===== src/rtl/led_hb_pkg.sv =====
// led_hb_pkg: shared types and sizing helpers for the LED heartbeat block.
package led_hb_pkg;
  typedef enum logic [1:0] {
    MODE_OFF,
    MODE_ON,
    MODE_BLINK,
    MODE_BREATHE
  } mode_e;
  typedef enum logic {
    DIR_UP,
    DIR_DOWN
  } dir_e;
  localparam int DEF_TICK_DIV     = 62500;
  localparam int DEF_BLINK_MS     = 500;
  localparam int DEF_BREATHE_STEP = 4;
  localparam int DEF_PWM_BITS     = 8;
  localparam int DEF_FLASH_MS     = 50;
  // Width of a counter holding values 0..n-1.
  function automatic int cnt_w(input int n);
    return (n < 2) ? 1 : $clog2(n);
  endfunction
endpackage


===== src/rtl/led_hb_tick_gen.sv =====
// led_hb_tick_gen: prescaler producing a one-cycle pulse every TICK_DIV clocks.
module led_hb_tick_gen
  import led_hb_pkg::*;
#(
  parameter int TICK_DIV = DEF_TICK_DIV
) (
  input  logic clk,
  input  logic rst_n,
  output logic tick_o
);
  localparam int W = cnt_w(TICK_DIV);
  logic [W-1:0] r_cnt;
  assign tick_o = r_cnt == W'(TICK_DIV - 1);
  always_ff @(posedge clk or negedge rst_n) begin
    if (!rst_n) r_cnt <= '0;
    else        r_cnt <= tick_o ? '0 : r_cnt + 1'b1;
  end
endmodule


===== src/rtl/led_heartbeat.sv =====
// led_heartbeat: mode-selectable LED driver (off/on/blink/breathe) with a retriggerable event flash.
module led_heartbeat
  import led_hb_pkg::*;
#(
  parameter int TICK_DIV     = DEF_TICK_DIV,
  parameter int BLINK_MS     = DEF_BLINK_MS,
  parameter int BREATHE_STEP = DEF_BREATHE_STEP,
  parameter int PWM_BITS     = DEF_PWM_BITS,
  parameter int FLASH_MS     = DEF_FLASH_MS
) (
  input  logic                clk,
  input  logic                rst_n,
  input  logic [1:0]          mode_i,
  input  logic                event_i,
  output logic                led_o,
  output logic                tick_o,
  output logic [PWM_BITS-1:0] duty_o
);
  localparam int MS_MAX = (BLINK_MS > BREATHE_STEP) ? BLINK_MS : BREATHE_STEP;
  localparam int MSW    = cnt_w(MS_MAX);
  localparam int FW     = cnt_w(FLASH_MS + 1);
  localparam logic [PWM_BITS-1:0] DUTY_MAX = '1;
  mode_e               w_mode;
  mode_e               r_mode_q;
  logic [MSW-1:0]      r_ms, w_ms_nxt;
  logic                r_blink, w_blink_nxt;
  dir_e                r_dir, w_dir_nxt;
  logic [PWM_BITS-1:0] r_duty, w_duty_nxt;
  logic [PWM_BITS-1:0] r_pwm;
  logic [FW-1:0]       r_flash, w_flash_nxt;
  logic                w_tick, w_chg, w_base, w_blink_end, w_step;
  led_hb_tick_gen #(.TICK_DIV(TICK_DIV)) u_tick (
    .clk   (clk),
    .rst_n (rst_n),
    .tick_o(w_tick)
  );
  assign tick_o      = w_tick;
  assign duty_o      = r_duty;
  assign w_mode      = mode_e'(mode_i);
  assign w_chg       = w_mode != r_mode_q;
  assign w_blink_end = r_ms == MSW'(BLINK_MS - 1);
  assign w_step      = r_ms == MSW'(BREATHE_STEP - 1);
  always_comb begin
    w_ms_nxt    = r_ms;
    w_blink_nxt = r_blink;
    w_dir_nxt   = r_dir;
    w_duty_nxt  = r_duty;
    if (w_chg) begin
      w_ms_nxt    = '0;
      w_blink_nxt = 1'b1;
      w_dir_nxt   = DIR_UP;
      w_duty_nxt  = '0;
    end else if (w_tick && w_mode == MODE_BLINK) begin
      w_ms_nxt    = w_blink_end ? '0 : r_ms + 1'b1;
      w_blink_nxt = w_blink_end ? ~r_blink : r_blink;
    end else if (w_tick && w_mode == MODE_BREATHE) begin
      w_ms_nxt = w_step ? '0 : r_ms + 1'b1;
      // Reversal happens on the step itself so duty never leaves 0..max.
      if (w_step && r_dir == DIR_UP) begin
        w_dir_nxt  = (r_duty == DUTY_MAX) ? DIR_DOWN : DIR_UP;
        w_duty_nxt = (r_duty == DUTY_MAX) ? DUTY_MAX - 1'b1 : r_duty + 1'b1;
      end else if (w_step) begin
        w_dir_nxt  = (r_duty == '0) ? DIR_UP : DIR_DOWN;
        w_duty_nxt = (r_duty == '0) ? PWM_BITS'(1) : r_duty - 1'b1;
      end
    end
    w_flash_nxt = event_i ? FW'(FLASH_MS) :
                  (w_tick && r_flash != '0) ? r_flash - 1'b1 : r_flash;
    // On a mode change the base uses the freshly cleared blink/duty values.
    w_base = (w_mode == MODE_OFF)   ? 1'b0 :
             (w_mode == MODE_ON)    ? 1'b1 :
             (w_mode == MODE_BLINK) ? (w_chg | r_blink) :
                                      (!w_chg && r_pwm < r_duty);
  end
  always_ff @(posedge clk or negedge rst_n) begin
    if (!rst_n) begin
      r_mode_q <= MODE_OFF;
      r_ms     <= '0;
      r_blink  <= 1'b1;
      r_dir    <= DIR_UP;
      r_duty   <= '0;
      r_pwm    <= '0;
      r_flash  <= '0;
      led_o    <= 1'b0;
    end else begin
      r_mode_q <= w_mode;
      r_ms     <= w_ms_nxt;
      r_blink  <= w_blink_nxt;
      r_dir    <= w_dir_nxt;
      r_duty   <= w_duty_nxt;
      r_pwm    <= r_pwm + 1'b1;
      r_flash  <= w_flash_nxt;
      led_o    <= (r_flash != '0) ? ~w_base : w_base;
    end
  end
endmodule


===== config.mk =====
export PLATFORM = sky130hd
export DESIGN_NAME = led_heartbeat
export DESIGN_NICKNAME = d
export VERILOG_FILES = /design/src/rtl/led_hb_pkg.sv /design/src/rtl/led_hb_tick_gen.sv /design/src/rtl/led_heartbeat.sv
export SDC_FILE = /design/constraint.sdc
export NUM_CORES = 1
export LEC_CHECK = 0
export CAP_MARGIN = 10
export CORE_ASPECT_RATIO = 1.2
export CORE_MARGIN = 3
export CORE_UTILIZATION = 55
export DETAILED_ROUTE_END_ITERATION = 10
export GPL_ROUTABILITY_DRIVEN = 0
export GPL_TIMING_DRIVEN = 0
export PLACE_DENSITY_LB_ADDON = 0.15
export SLEW_MARGIN = 30
export SYNTH_ARGS = -nofsm -noshare
export SYNTH_HDL_FRONTEND = slang
export SYNTH_SLANG_ARGS = --single-unit
export TNS_END_PERCENT = 10

===== constraint.sdc =====
create_clock -name clk -period 6.76 [get_ports clk]
set_input_delay 1.352 -clock clk [delete_from_list [all_inputs] [get_ports clk]]
set_output_delay 1.352 -clock clk [all_outputs]
set_load 0.005 [all_outputs]

* After elaboration in Yosys (flattened, before gate mapping)
Index checks and enable logic that the tools add are counted.
** Storage, ports and cells
- Logic and storage cells :: 75
- Register bits after elaboration :: 52
- Input bits :: 5
** Operators by class
- Equality and inequality tests :: 9
- Bitwise operators :: 4
- Reduce and logical (&&, ||, !) cells :: 17
- Muxes and demuxes :: 29
- Order comparisons :: 1
- Add/subtract/negate cells :: 6
** Operators by type and width (number)
- two-way mux 8 bit :: 7
- two-way mux 9 bit :: 5
- adder 16 x 1 -> 16 bit (second input constant) :: 1
- adder 8 x 1 -> 8 bit (second input constant) :: 2
- equality test 16 bit (second input constant) :: 1
- two-way mux 16 bit :: 1
- two-way mux 1 bit :: 14
- two-way mux 6 bit :: 2
- adder 9 x 1 -> 9 bit (second input constant) :: 1
- equality test 9 x 2 -> 1 bit (second input constant) :: 1
- equality test 9 bit (second input constant) :: 1
- equality test 8 bit (second input constant) :: 1
- zero test 8 bit :: 1
- less-than comparator 8 bit :: 1
- nonzero test 2 bit :: 4
- subtractor 8 x 1 -> 8 bit (second input constant) :: 1
- nonzero test 3 bit :: 2
- nonzero test 6 bit :: 1
- subtractor 6 x 1 -> 6 bit (second input constant) :: 1
- logical AND 1 bit :: 5
- equality test 2 bit (second input constant) :: 2
- inverter 1 bit :: 3
- AND reduction 3 bit :: 1
- equality test 2 x 1 -> 1 bit (second input constant) :: 1
- 6 further kinds :: 6

* Depth between registers and ports, before layout
- Depth in word-level cells :: 8
- Mapped depth :: 8
- Gate-level depth less buffers :: 7

* Hierarchy
A second synthesis with hierarchy kept.
** Second synthesis, totals
- Cells, all modules :: 305
- Area, all modules :: 3027.9 um2
** Modules (own cells, without submodules)
- led_heartbeat :: seq. area each 902.1 um2, cells each 237, times used 1, area each 2273.4 um2
- led_hb_tick_gen :: seq. area each 400.4 um2, cells each 68, times used 1, area each 754.5 um2

* Least setup slack after synthesis
Ideal clock, no wire load.
- Path type :: register -> output
- Start point :: reg u_tick.r_cnt[11]
- End point :: out tick_o
- Buffers on the path :: 1
- Path slack :: 3.726 ns
- Cell stages (with the launch flop) :: 4
- Data required time :: 5.408 ns
- Arrival :: 1.682 ns
- Path through :: dfrtp_1 > or4b_1 > nor4_2 > clkbuf_1
** On the way
- Word-level cells in the longest chain between the ends :: 1
** Ends and longest elaborated chain
- start, declared :: line led_hb_tick_gen.sv:12 : logic [W-1:0] r_cnt;
- start signal, assigned :: line led_hb_tick_gen.sv:16 : else r_cnt <= tick_o ? '0 : r_cnt + 1'b1;
- equality test 16 bit :: line led_hb_tick_gen.sv:13 : assign tick_o = r_cnt == W'(TICK_DIV - 1);
- end, declared :: line led_heartbeat.sv:16 : output logic tick_o,
Every way passes these cells.

* Worst setup path after layout
Ends and elaborated chain as after synthesis.

==> metrics <==
WS Path Type=register to primary output; DP Wirelength=~4.6 mm; fill cell count=between 400 and 500; number of inserted diodes=0; drt via density=6.16; Synthesized Nets=between 300 and 400; Crit path largest cell delay=590 ps; crit share post-route=0.624; residual overflow from global routing=0; Worst IR Drop VDD=about 0.14 mV; Ports=15; area delta synth->final=11.2%; P_sw=between 0.1 and 0.15 mW; HP Class=register to register; synthesized flop and latch total=52; NumNets Final=365; Final Max Tran Viols=0; Worst Tran Pin Value=774 ps; Initial Utilization=0.578; global-route usage over all layers=0.213; CP max FO=10; number of I/O port buffers=14; clock skew=about 14 ps; Synth Warn #=0; share of power burned in registers=0.564; RSZ-0062 raised after global routing=false; clock share of power=0.387; status=completed; full die area=6580 um^2; First-pass DRT Iterations=4; drt wl/cell=approximately 15 um; Final ANT Viol Nets=0; worst-path cell chain=or4b_1 -> nor4_2 -> clkbuf_1 -> clkdlybuf4s50_1; CTS clk-pin slew, worst paths=roughly 90 ps; CP Capture Type=primary output; Post-DP Area=3340 um^2; Rel. slew slack=0.479; Post-synth EDFFs=0; Core Rows=29; Yosys cell types=55; TritonCTS Buffers=5; ys flop type=dfrtp_1; Die H=88.3 um; Routed WL=approximately 6.3 mm; Root Driver=clkbuf_8; number of global-route vias before repair=~2400; synthesized area per cell=around 9.6 um^2; Peak Freq=between 0.2 and 0.25 GHz; GR Util met3=0.0307; Worst EP arrival=around 2900 ps; Worst-Skew Late Latency=just over 300 ps; register area share after synthesis=0.420; DRC viols=0; mapped cell area=just over 3000 um^2; post-route cell area=3450 um^2; min cycle time layout=approximately 4200 ps; Critical Path RT=approximately 5400 ps; largest net degree at the start of global routing=35; buffer and inverter count on the worst path=2; CTS tree=yes; Gate power share=0.049; # resized after CTS=0; via count=approximately 2500; Slowest-stage cell, CP=or4b_1; clock buffer depth=2; share of layout cells above drive strength 1=0.0780; DRT iter0 DRCs=around 160; global-route wire length before repair=11.1 mm; PwrDens=161 nW/um^2; sw frac=0.222; GR peak layer=met2; die width=around 75 um; endpoints failing hold=0; fraction of registers with async set/reset=1.00; Max Cap Violations=0; met2 global-route usage=0.357; met1 Use GR=0.287; crit path launch type=register; post-CTS setup buffer count=0; total negative slack=0 ps; antenna violations before repair=0; Top delay family on crit path=simple AND/OR/NAND/NOR gates; leak pwr=~1.5 nW; Core Region=~5400 um^2; cells after synthesis=about 320; final setup vio count=0; # clock sinks=52; P_int=0.431 mW; H-tree levels=2; CTS Hold Buffers Added=0
-- state kept, by name (all words and copies together) (netlist names) --
register	count
u_tick.r_cnt	16
r_ms	9
duty_o	8
r_pwm	8
r_flash	6
r_mode_q	2
led_o	1
r_blink	1
r_dir	1
-- layout make-up --
class,count,area (um^2),share of cell area
inverters,13,48.8,0.0142
clock buffers,5,68.8,0.0200
repair buffers,15,158,0.0457
flip-flops and latches,52,1300,0.378
clock inverters,3,42.5,0.0123
multi-input cells,250,1710,0.496
well taps,62,77.6,0.0225
plain buffers,8,40.0,0.0116
-- Yosys cell counts, types with 5 or more instances --
library cell	n	area [um^2]
a21o_1	5	37.5
a21oi_1	8	40.0
and3_1	7	43.8
clkbuf_1	5	18.8
dfrtp_1	51	1280
ha_1	15	188
inv_1	13	48.8
nand2_1	24	90.1
nand2b_1	6	37.5
nand3_1	22	110
nand4_1	16	100
nor2_1	25	93.8
nor3_1	5	25.0
nor3b_1	5	37.5
nor4_1	5	31.3
o21ai_0	16	80.1
xnor2_1	13	114
xor2_1	16	140
-- cells by family after synthesis --
family          count (synthesis)  share of synthesized area
fa+ha+maj                      15                     0.0605
buf+inv                        21                     0.0286
xor+xnor                       29                     0.0819
mux                             3                    0.00968
flops                          52                      0.420
simple gates                  149                      0.279
compound gates                 54                      0.120
-- routing by layer --
metal / share of wire / wire length (um)
met5: 0 / 0
met3: 0.027 / 167
met2: 0.50 / 3130
met1: 0.46 / 2900
met4: 0.015 / 93
-- worst paths after layout --
path | slack, ps | start | depth (start not counted) | endpoint
worst max-delay path | 2540 | u_tick.r_cnt[11]$_DFF_PN0_ | 4 | tick_o
worst min-delay path | 480 | u_tick.r_cnt[0]$_DFF_PN0_ | 1 | u_tick.r_cnt[0]$_DFF_PN0_
worst max register to register | 4230 | u_tick.r_cnt[11]$_DFF_PN0_ | 5 | duty_o[3]$_DFFE_PN0P_
worst min register to register | 480 | u_tick.r_cnt[0]$_DFF_PN0_ | 1 | u_tick.r_cnt[0]$_DFF_PN0_
max in group asynchronous | 5320 | rst_n | 2 | r_blink$_DFFE_PN1P_
min in group asynchronous | 910 | rst_n | 1 | duty_o[6]$_DFFE_PN0P_
-- through the flow --
step / util / hold slack, ps / instances / worst slack (ps) / total power [mW]
after floorplan: - / 448 / 323 / 3730 / 0.331
after global placement: 0.618 / 467 / 399 / 2780 / 0.345
after detailed placement: 0.621 / 477 / 400 / 2840 / 0.347
after CTS: 0.642 / 490 / 408 / 2500 / 0.560
after global routing: 0.642 / 515 / 408 / 2310 / 0.578
final: 0.642 / 484 / 408 / 2540 / 0.554
-- cells in the final DEF, fill, tap and decap left out, types with 8 or more instances in the layout --
cell type and instances:
nand3_1 22, o21ai_0 16, xnor2_1 13, clkdlybuf4s50_1 13
nand4_1 16, xor2_1 16, nand2_1 24, ha_1 15
a21oi_1 8, dfrtp_1 51, nor2_1 25, inv_1 13
-- power by group through the flow --
stage               Combinational [mW]  Clock [mW]  Sequential, mW
global placement                0.0262           0           0.319
CTS                             0.0277       0.220           0.313
global route                    0.0311       0.233           0.313
detailed placement              0.0276           0           0.319
finish                          0.0271       0.214           0.313
floorplan                       0.0119           0           0.319
(Power assumes the default switching activity.)
